File: src/rtl/scoreboard_pkg.sv
// Shared scoreboard types and constants.
// Used by the shot clock, score accumulator and BCD converter.
package scoreboard_pkg;

    localparam int CNT_W     = 7;
    localparam int FULL_DEF  = 24;
    localparam int SHORT_DEF = 14;

    typedef enum logic [1:0] {
        STOP    = 2'd0,
        RUN     = 2'd1,
        EXPIRED = 2'd2
    } shot_state_t;

endpackage

File: src/rtl/shot_clock_ctrl_if.sv
// Shot clock control/status bundle.
// The master drives run/reload; the slave reports count and flags.
interface shot_clock_ctrl_if;
    import scoreboard_pkg::*;

    logic             run;
    logic             reload_full;
    logic             reload_short;
    logic [CNT_W-1:0] count;
    logic             tick;
    logic             running;
    logic             expired;
    logic             buzzer;

    modport master (
        output run, reload_full, reload_short,
        input  count, tick, running, expired, buzzer
    );

    modport slave (
        input  run, reload_full, reload_short,
        output count, tick, running, expired, buzzer
    );

endinterface

File: src/rtl/shot_tick_gen.sv
// 1 Hz prescaler: wraps at TICK_DIV-1 and emits a registered tick.
// clr beats en and also swallows a wrap on the same edge.
module shot_tick_gen #(
    parameter int TICK_DIV = 50000000
) (
    input  logic clk,
    input  logic reset,
    input  logic en,
    input  logic clr,
    input  logic gate,
    output logic wrap,
    output logic tick
);

    localparam int PW = (TICK_DIV > 2) ? $clog2(TICK_DIV) : 1;

    logic [PW-1:0] presc;

    assign wrap = en & ~clr & (presc == PW'(TICK_DIV - 1));

    // Prescaler counts while enabled; frozen otherwise.
    always_ff @(posedge clk) begin
        if (reset) begin
            presc <= '0;
            tick  <= 1'b0;
        end else begin
            tick <= wrap & gate;
            if (clr)
                presc <= '0;
            else if (en)
                presc <= wrap ? '0 : presc + 1'b1;
        end
    end

endmodule

File: src/rtl/shot_clock_ctrl.sv
// Shot clock controller: reloadable 24/14 s countdown with buzzer.
// Holds the state machine, reload edge detect and buzz counter.
module shot_clock_ctrl
    import scoreboard_pkg::*;
#(
    parameter int TICK_DIV   = 50000000,
    parameter int FULL_VAL   = FULL_DEF,
    parameter int SHORT_VAL  = SHORT_DEF,
    parameter int BUZZ_TICKS = 2
) (
    input  logic             clk,
    input  logic             reset,
    shot_clock_ctrl_if.slave sc
);

    localparam int BW = (BUZZ_TICKS > 1) ? $clog2(BUZZ_TICKS + 1) : 1;

    shot_state_t      state_q, state_d;
    logic [CNT_W-1:0] count_q, count_d;
    logic [BW-1:0]    bcnt_q, bcnt_d;
    logic             buzz_q, buzz_d;
    logic             full_prev, short_prev;
    logic             full_ev, short_ev, reload;
    logic             wrap;

    assign full_ev  = sc.reload_full & ~full_prev;
    assign short_ev = sc.reload_short & ~short_prev;
    assign reload   = full_ev | short_ev;

    shot_tick_gen #(
        .TICK_DIV (TICK_DIV)
    ) u_tick (
        .clk   (clk),
        .reset (reset),
        .en    (state_q != STOP),
        .clr   (reload),
        .gate  ((state_q == RUN) | buzz_q),
        .wrap  (wrap),
        .tick  (sc.tick)
    );

    // State, count, buzzer and button history registers.
    always_ff @(posedge clk) begin
        if (reset) begin
            state_q    <= STOP;
            count_q    <= CNT_W'(FULL_VAL);
            bcnt_q     <= '0;
            buzz_q     <= 1'b0;
            full_prev  <= 1'b0;
            short_prev <= 1'b0;
        end else begin
            state_q    <= state_d;
            count_q    <= count_d;
            bcnt_q     <= bcnt_d;
            buzz_q     <= buzz_d;
            full_prev  <= sc.reload_full;
            short_prev <= sc.reload_short;
        end
    end

    // Next state: reloads first, then per-state countdown/buzz.
    always_comb begin
        state_d = state_q;
        count_d = count_q;
        bcnt_d  = bcnt_q;
        buzz_d  = buzz_q;
        if (full_ev) begin
            state_d = STOP;
            count_d = CNT_W'(FULL_VAL);
            bcnt_d  = '0;
            buzz_d  = 1'b0;
        end else if (short_ev) begin
            state_d = STOP;
            count_d = CNT_W'(SHORT_VAL);
            bcnt_d  = '0;
            buzz_d  = 1'b0;
        end else begin
            case (state_q)
                STOP: begin
                    if (sc.run && count_q != '0)
                        state_d = RUN;
                end
                RUN: begin
                    if (!sc.run)
                        state_d = STOP;
                    if (wrap && count_q != '0) begin
                        count_d = count_q - 1'b1;
                        if (count_q == CNT_W'(1)) begin
                            state_d = EXPIRED;
                            buzz_d  = 1'b1;
                        end
                    end
                end
                EXPIRED: begin
                    if (wrap && buzz_q) begin
                        bcnt_d = bcnt_q + 1'b1;
                        if (bcnt_q == BW'(BUZZ_TICKS - 1))
                            buzz_d = 1'b0;
                    end
                end
                default: state_d = STOP;
            endcase
        end
    end

    assign sc.count   = count_q;
    assign sc.running = (state_q == RUN);
    assign sc.expired = (state_q == EXPIRED);
    assign sc.buzzer  = buzz_q;

endmodule
File: src/flat_wrapper.sv
// flat-port wrapper written by rule: the top's interface ports become plain ports
module shot_clock_ctrl_flat import scoreboard_pkg::*;
#(
    parameter int TICK_DIV   = 50000000,
    parameter int FULL_VAL   = FULL_DEF,
    parameter int SHORT_VAL  = SHORT_DEF,
    parameter int BUZZ_TICKS = 2
)
  (clk, reset, sc_run, sc_reload_full, sc_reload_short, sc_count, sc_tick, sc_running, sc_expired, sc_buzzer);
  shot_clock_ctrl_if sc_i ();
  input  logic clk;
  input  logic reset;
  input wire logic [$bits(sc_i.run)-1:0] sc_run;
  input wire logic [$bits(sc_i.reload_full)-1:0] sc_reload_full;
  input wire logic [$bits(sc_i.reload_short)-1:0] sc_reload_short;
  output wire logic [$bits(sc_i.count)-1:0] sc_count;
  output wire logic [$bits(sc_i.tick)-1:0] sc_tick;
  output wire logic [$bits(sc_i.running)-1:0] sc_running;
  output wire logic [$bits(sc_i.expired)-1:0] sc_expired;
  output wire logic [$bits(sc_i.buzzer)-1:0] sc_buzzer;
  assign sc_i.run = sc_run;
  assign sc_i.reload_full = sc_reload_full;
  assign sc_i.reload_short = sc_reload_short;
  assign sc_count = sc_i.count;
  assign sc_tick = sc_i.tick;
  assign sc_running = sc_i.running;
  assign sc_expired = sc_i.expired;
  assign sc_buzzer = sc_i.buzzer;
  shot_clock_ctrl #(.TICK_DIV(TICK_DIV), .FULL_VAL(FULL_VAL), .SHORT_VAL(SHORT_VAL), .BUZZ_TICKS(BUZZ_TICKS)) u_core (.clk(clk), .reset(reset), .sc(sc_i));
endmodule
File: config.mk
export PLATFORM = sky130hd
export DESIGN_NAME = shot_clock_ctrl_flat
export DESIGN_NICKNAME = d
export VERILOG_FILES = /design/src/rtl/scoreboard_pkg.sv /design/src/rtl/shot_clock_ctrl_if.sv /design/src/rtl/shot_tick_gen.sv /design/src/rtl/shot_clock_ctrl.sv /design/src/flat_wrapper.sv
export SDC_FILE = /design/constraint.sdc
export NUM_CORES = 1
export LEC_CHECK = 0
export CAP_MARGIN = 20
export CORE_MARGIN = 4
export CORE_UTILIZATION = 62
export CTS_CLUSTER_DIAMETER = 40
export DETAILED_ROUTE_END_ITERATION = 8
export GPL_TIMING_DRIVEN = 0
export PLACE_DENSITY = 0.92
export SYNTH_ARGS = -nofsm -noshare
export SYNTH_HDL_FRONTEND = slang
export SYNTH_SLANG_ARGS = --single-unit
export TNS_END_PERCENT = 1
File: constraint.sdc
create_clock -name clk -period 3.9 [get_ports clk]
set_clock_uncertainty 0.05 [all_clocks]
set_input_delay 0.975 -clock clk [delete_from_list [all_inputs] [get_ports clk]]
set_output_delay 0.975 -clock clk [all_outputs]
set_load 0.005 [all_outputs]
=== Yosys cells after proc, flatten, opt, wreduce, memory -nomap -nowiden ===
Index checks and enable logic that the tools add are counted.

* Add/sub/neg operators: 3
* Equality and inequality tests: 10
* Muxes and demuxes: 14
* Bitwise operators: 11
* Reductions and logical operators: 17

{| class="wikitable"
|+ Operators by type and width
! cell !! count
|-
| 26-bit by 1-bit adder with 26-bit output (second input constant) || 1
|-
| 26-bit equality test (second input constant) || 1
|-
| 26-bit two-way mux || 1
|-
| 5-bit two-way mux || 3
|-
| 2-bit by 1-bit inequality test with 1-bit output (second input constant) || 5
|-
| 2-bit two-way mux || 4
|-
| 2-bit AND reduction || 4
|-
| 2-bit nonzero test || 4
|-
| 7-bit by 1-bit equality test with 1-bit output (second input constant) || 1
|-
| 7-bit nonzero test || 1
|-
| 7-bit by 1-bit subtractor with 7-bit output (second input constant) || 1
|-
| 2-bit one-hot mux with 3 select lines || 1
|-
| 1-bit bitwise AND || 5
|-
| 5-bit AND reduction || 1
|-
| 2-bit by 1-bit equality test with 1-bit output (second input constant) || 2
|-
| 1-bit two-way mux || 4
|-
| 1-bit inverter || 4
|-
| 2-bit OR reduction || 2
|-
| 1-bit logical AND || 3
|-
| 3-bit OR reduction || 1
|-
| 2-bit by 1-bit adder with 2-bit output (second input constant) || 1
|-
| 2-bit equality test (second input constant) || 1
|-
| 2-bit logical NOT || 1
|-
| 1-bit bitwise OR || 2
|-
| 1-bit one-hot mux with 2 select lines || 1
|}

* Flip-flop bits (word level): 41
* Input bits: 5
* Output and inout bits: 11
* Word-level logic and storage cells: 64

=== Longest topological paths before layout ===
* Depth in word-level cells: 10
* Depth in mapped cells: 10
* Gate-level depth less buffers: 7

=== Cells and area by module ===
A second synthesis with hierarchy kept.

* Cells, all modules: 236
* Area, all modules: 2,117.0 um^2

{| class="wikitable"
|+ Modules (own cells, without submodules)
! module !! times used !! cells an instance !! area an instance (um^2) !! seq. area each (um^2)
|-
| shot_tick_gen || 1 || 150 || 1,320.0 || 540.5
|-
| shot_clock_ctrl || 1 || 86 || 797.0 || 280.3
|}

=== Worst setup path after synthesis ===
OpenSTA, ideal clock, no wires.

* Kind: reg2reg
* From: register u_core.state_q[0]
* To: register u_core.buzz_q (netlist: u_core.sc.buzzer)
* Library setup time: 70 ps
* Arrival: 2,457 ps
* Data required time: 3,780 ps
* Path slack: 1,323 ps
* Cell stages (with the launch flop): 9
* Buffers on the path: 1
* Clock period less this slack: 2,577 ps
* Cell sequence: dfxtp_1 > inv_1 > ha_1 > bufbuf_16 > nand4b_1 > or4_4 > or4_4 > a211o_1 > a21oi_1

* Word-level cells in the longest chain between the ends: 6
* Elaborated cells on any way between the ends: 14
* Classes of those cells: 6 x eq/ne; 1 x mux; 2 x bitwise; 5 x reduce/logical

{| class="wikitable"
|+ RTL lines
! element !! line !! source
|-
| start, declared || shot_clock_ctrl.sv:18 || <nowiki>shot_state_t state_q, state_d;</nowiki>
|-
| start signal, assigned || shot_clock_ctrl.sv:52 || <nowiki>state_q <= state_d;</nowiki>
|-
| 2-bit nonzero test || shot_clock_ctrl.sv:35 || <nowiki>.en (state_q != STOP),</nowiki>
|-
| 1-bit bitwise AND (2 in a row) || shot_tick_gen.sv:19 || <nowiki>assign wrap = en & ~clr & (presc == PW'(TICK_DIV - 1));</nowiki>
|-
| 1-bit logical AND (on tied branches) || shot_clock_ctrl.sv:95, shot_clock_ctrl.sv:86 ||
|-
| 2-bit by 1-bit inequality test with 1-bit output (no line) || n/a ||
|-
| 5-bit AND reduction (no line) || n/a ||
|-
| end signal, assigned || shot_clock_ctrl.sv:55 || <nowiki>buzz_q <= buzz_d;</nowiki>
|-
| end, declared || shot_clock_ctrl.sv:21 || <nowiki>logic buzz_q, buzz_d;</nowiki>
|}

Parallel ways exist; a longest one is shown, timed or not.
A chain may end at the register's enable or synchronous reset.

=== Worst setup path after layout ===
* From: register u_core.state_q[0]
* To: register u_core.u_tick.presc[4]

* Word-level cells in the longest chain between the ends: 4

{| class="wikitable"
|+ RTL lines
! element !! line !! source
|-
| 2-bit nonzero test * || shot_clock_ctrl.sv:35 ||
|-
| 1-bit bitwise AND (2 in a row) || shot_tick_gen.sv:19 ||
|-
| 26-bit two-way mux || shot_tick_gen.sv:31 || <nowiki>presc <= wrap ? '0 : presc + 1'b1;</nowiki>
|-
| end signal, assigned || shot_tick_gen.sv:31 ||
|-
| end, declared || shot_tick_gen.sv:17 || <nowiki>logic [PW-1:0] presc;</nowiki>
|}

Mark *: on every way between the ends. The rest lies on a longest branch, timed or not.

==> results.yml <==
clock_network:
  cts.htree.levels: 2
  ctsLongestPathBuffers: 2
  ctsHoldBuffers: 0
  post_cts_buffers: 0
  clk_pin_slew_ns: 0.11
  cts_resized: 0
  cts_buffers: 5
  cts_sinks: 41
  cts_root_buffer: "clkbuf_4"
  insertion_delay_ns: 0.36
  cts_tree: "yes"
sta:
  slew_viol_final: 0
  setup_violations: 0
  fin_crit_sh: 0.734
  max_slew_margin: 0.655
  finalSetupTns_ns: 0
  hold_viol: 0
  setup_slack_ns: 1.04
  fmax_ghz: 0.349
  hold_ws_ns: 0.432
  rsz0062_at_grt: "no"
  finalCriticalPeriod_ns: 2.86
  max_slew.worst_pin.slew_ns: 0.513
die:
  die_w_um: 65.4
  die_h_um: 65.4
  core_um2: 3100
  io_pins: 16
  start_util: 0.658
  row_count: 20
  die-area_um2: 4280
route:
  finalWirelength_um: 3870
  wl_met1_um: 1800
  met3_length_um: 186
  antenna_left: 0
  highest_layer: "met4"
  drtIter0Drc: 109
  dr.pass1.iters: 4
  avgRoutedWirePerCell_um: 12.9
  vias: 1699
  post-route-drc-count: 0
  met2WireLength_um: 1800
  routed_via_density: 5.64
layout:
  final_cell_mix: "dfxtp_1, nor2_1, xnor2_1, clkdlybuf4s50_1, nand2_1"
  n_fill_cell: 262
  fin_nets: 269
  diodes: 0
  syn_to_final_growth_pct: 12.7
  layout-drive-gt1-share: 0.0739
  final_common_cell: "dfxtp_1"
power:
  p_sw_frac: 0.230
  p_leak_nw: 0.772
  comb_power_share: 0.066
  peakVddDrop_uv: 234
  seq_power_share: 0.621
  p_sw_uw: 158
  intPower_uw: 530
  power_density_nw_per_um2: 299
  clkPwrFrac: 0.314
synthesis:
  synth_warnings: 0
  synth.distinct_cells: 41
  synth_seq_cells: 41
  syn_inst: 235
  syn_nets: 247
  netlist_area_um2: 2040
  syn_area_per_cell_um2: 8.69
  yosysSeqAreaShare: 0.402
global_routing:
  grt_pass1_vias: 1600
  grt_use_total: 0.206
  grt_max_degree: 12
  antenna_found_initial: 0
  grt_pass1_wl_um: 6850
  overflow: 0
worst_setup_path:
  worstPathRequired_ns: 4.10
  path_max_fanout: 10
  cpPeakStageDelay_ns: 0.56
  cp_slowest_cell: "or4_4"
  end_kind: "register"
  crit_path_start_kind: "register"
  crit_start: "u_core.state_q[0]$_SDFFE_PP0P_"
  r2r-start: "u_core.state_q[0]$_SDFFE_PP0P_"
  path_cells: "inv_1 -> ha_1 -> bufbuf_16 -> nand4b_1 -> or4_4 -> or3_2 -> nand2_1 -> buf_2 -> nor2_1"
  path_class: "reg -> reg"
  worstPathArrival_ns: 3.06
min_path:
  holdCritStartpoint: "u_core.state_q[1]$_SDFFE_PP0P_"
  holdCritPathClass: "reg -> reg"
place:
  gp_congestion: 0.845
  place_ws_ns: 0.900
  dp_hpwl_um: 2860
  io_buffers: 15
flow_run:
  maxCapViolCount: 0
outcome:
  outcome: "finished, final reports clean"
cell families after synthesis:
| kind of cell | Yosys count | share of synthesized area |
|---|---|---|
| AOI/OAI and AO/OA | 19 | 0.0601 |
| xor gates and xnor gates | 27 | 0.116 |
| adders and majority gates | 7 | 0.0429 |
| buffers and inverters | 18 | 0.0527 |
| DFF | 41 | 0.402 |
| muxes | 2 | 0.00980 |
| and+or+nand+nor | 121 | 0.317 |
final timing paths:
check / cells after the start / slack, ns / to
worst min register to register: 2 / 0.43 / u_core.state_q[1]$_SDFFE_PP0P_
worst max-delay path: 9 / 1.04 / u_core.u_tick.presc[4]$_SDFFE_PP0N_
worst min-delay path: 2 / 0.43 / u_core.state_q[1]$_SDFFE_PP0P_
worst max register to register: 9 / 1.04 / u_core.u_tick.presc[4]$_SDFFE_PP0N_
worst max-delay path, delay by kind of cell, from the launching register on:
family | cells | cell delay (ns)
AND/OR/NAND/NOR | 5 | 1.50
flip-flops | 1 | 0.37
buffers and inverters | 3 | 0.63
adder cells (fa/ha/maj) | 1 | 0.21
final cells by class:
cell class | count | area [µm²] | area share
multi-input combinational | 176 | 1110 | 0.484
sequential | 41 | 821 | 0.357
timing repair buffer | 15 | 150 | 0.0652
buffer | 10 | 77.6 | 0.0337
clock buffer | 7 | 55.1 | 0.0239
tap | 44 | 55.1 | 0.0239
inverter | 8 | 30.0 | 0.0130
metal layers:
metal	vias to the layer above	GRT usage
met5	-	0
met4	0	0.124
met3	10	0.0444
met2	35	0.326
met1	787	0.254
li1	867	-
power groups by stage:
stage	registers, mW	clock network [mW]	logic (mW)
final	0.427	0.216	0.0451
after global routing	0.428	0.238	0.0495
after CTS	0.427	0.223	0.0451
after detailed placement	0.437	0	0.0450
after global placement	0.436	0	0.0439
after floorplan	0.436	0	0.0279
flip-flops by register name, indices dropped and copies added, names as in the netlist:
signal	flops
u_core.u_tick.presc	26
u_core.state_q	2
u_core.bcnt_q	2
u_core.short_prev	1
u_core.sc.count	7
u_core.full_prev	1
u_core.u_tick.tick	1
u_core.sc.buzzer	1
synth_stat cells:
library cell,number,area [µm²]
or4_1,3,22.5
o31ai_1,1,7.51
clkbuf_4,1,7.51
and4_1,5,43.8
buf_4,1,7.51
dfxtp_1,41,821
xnor2_1,15,131
bufbuf_16,1,32.5
nand2b_1,3,18.8
nand4b_1,1,8.76
a31o_2,2,17.5
xor2_1,12,105
and2_1,1,6.26
or4b_1,1,10.0
nand2_1,14,52.6
nor4_1,3,18.8
a211o_1,1,8.76
and4b_1,2,20.0
and4_2,1,10.0
or3b_2,1,8.76
nand3_1,12,60.1
clkbuf_1,4,15.0
or4_4,2,22.5
or3_1,1,6.26
o21ai_0,6,30.0
a21oi_1,5,25.0
o311a_1,1,10.0
and3_1,3,18.8
inv_1,8,30.0
a31oi_1,1,6.26
or3_2,1,7.51
nand4_1,12,75.1
buf_2,3,15.0
a21o_1,1,7.51
nor2b_1,5,31.3
nor2_1,40,150
a221o_1,1,10.0
ha_1,7,87.6
nor3_1,9,45.0
mux2i_1,2,20.0
nor4bb_1,1,10.0
stage by stage:
step           std cells  instance area (µm²)  power (mW)   util
2_1_floorplan        235                 2040       0.464      -
3_3_place_gp         294                 2250       0.480  0.724
3_5_place_dp         294                 2250       0.482  0.724
4_1_cts              301                 2300       0.695  0.742
5_1_grt              301                 2300       0.716  0.742
6_report             301                 2300       0.688  0.742
Note: power is estimated with default switching activity, not from simulation.
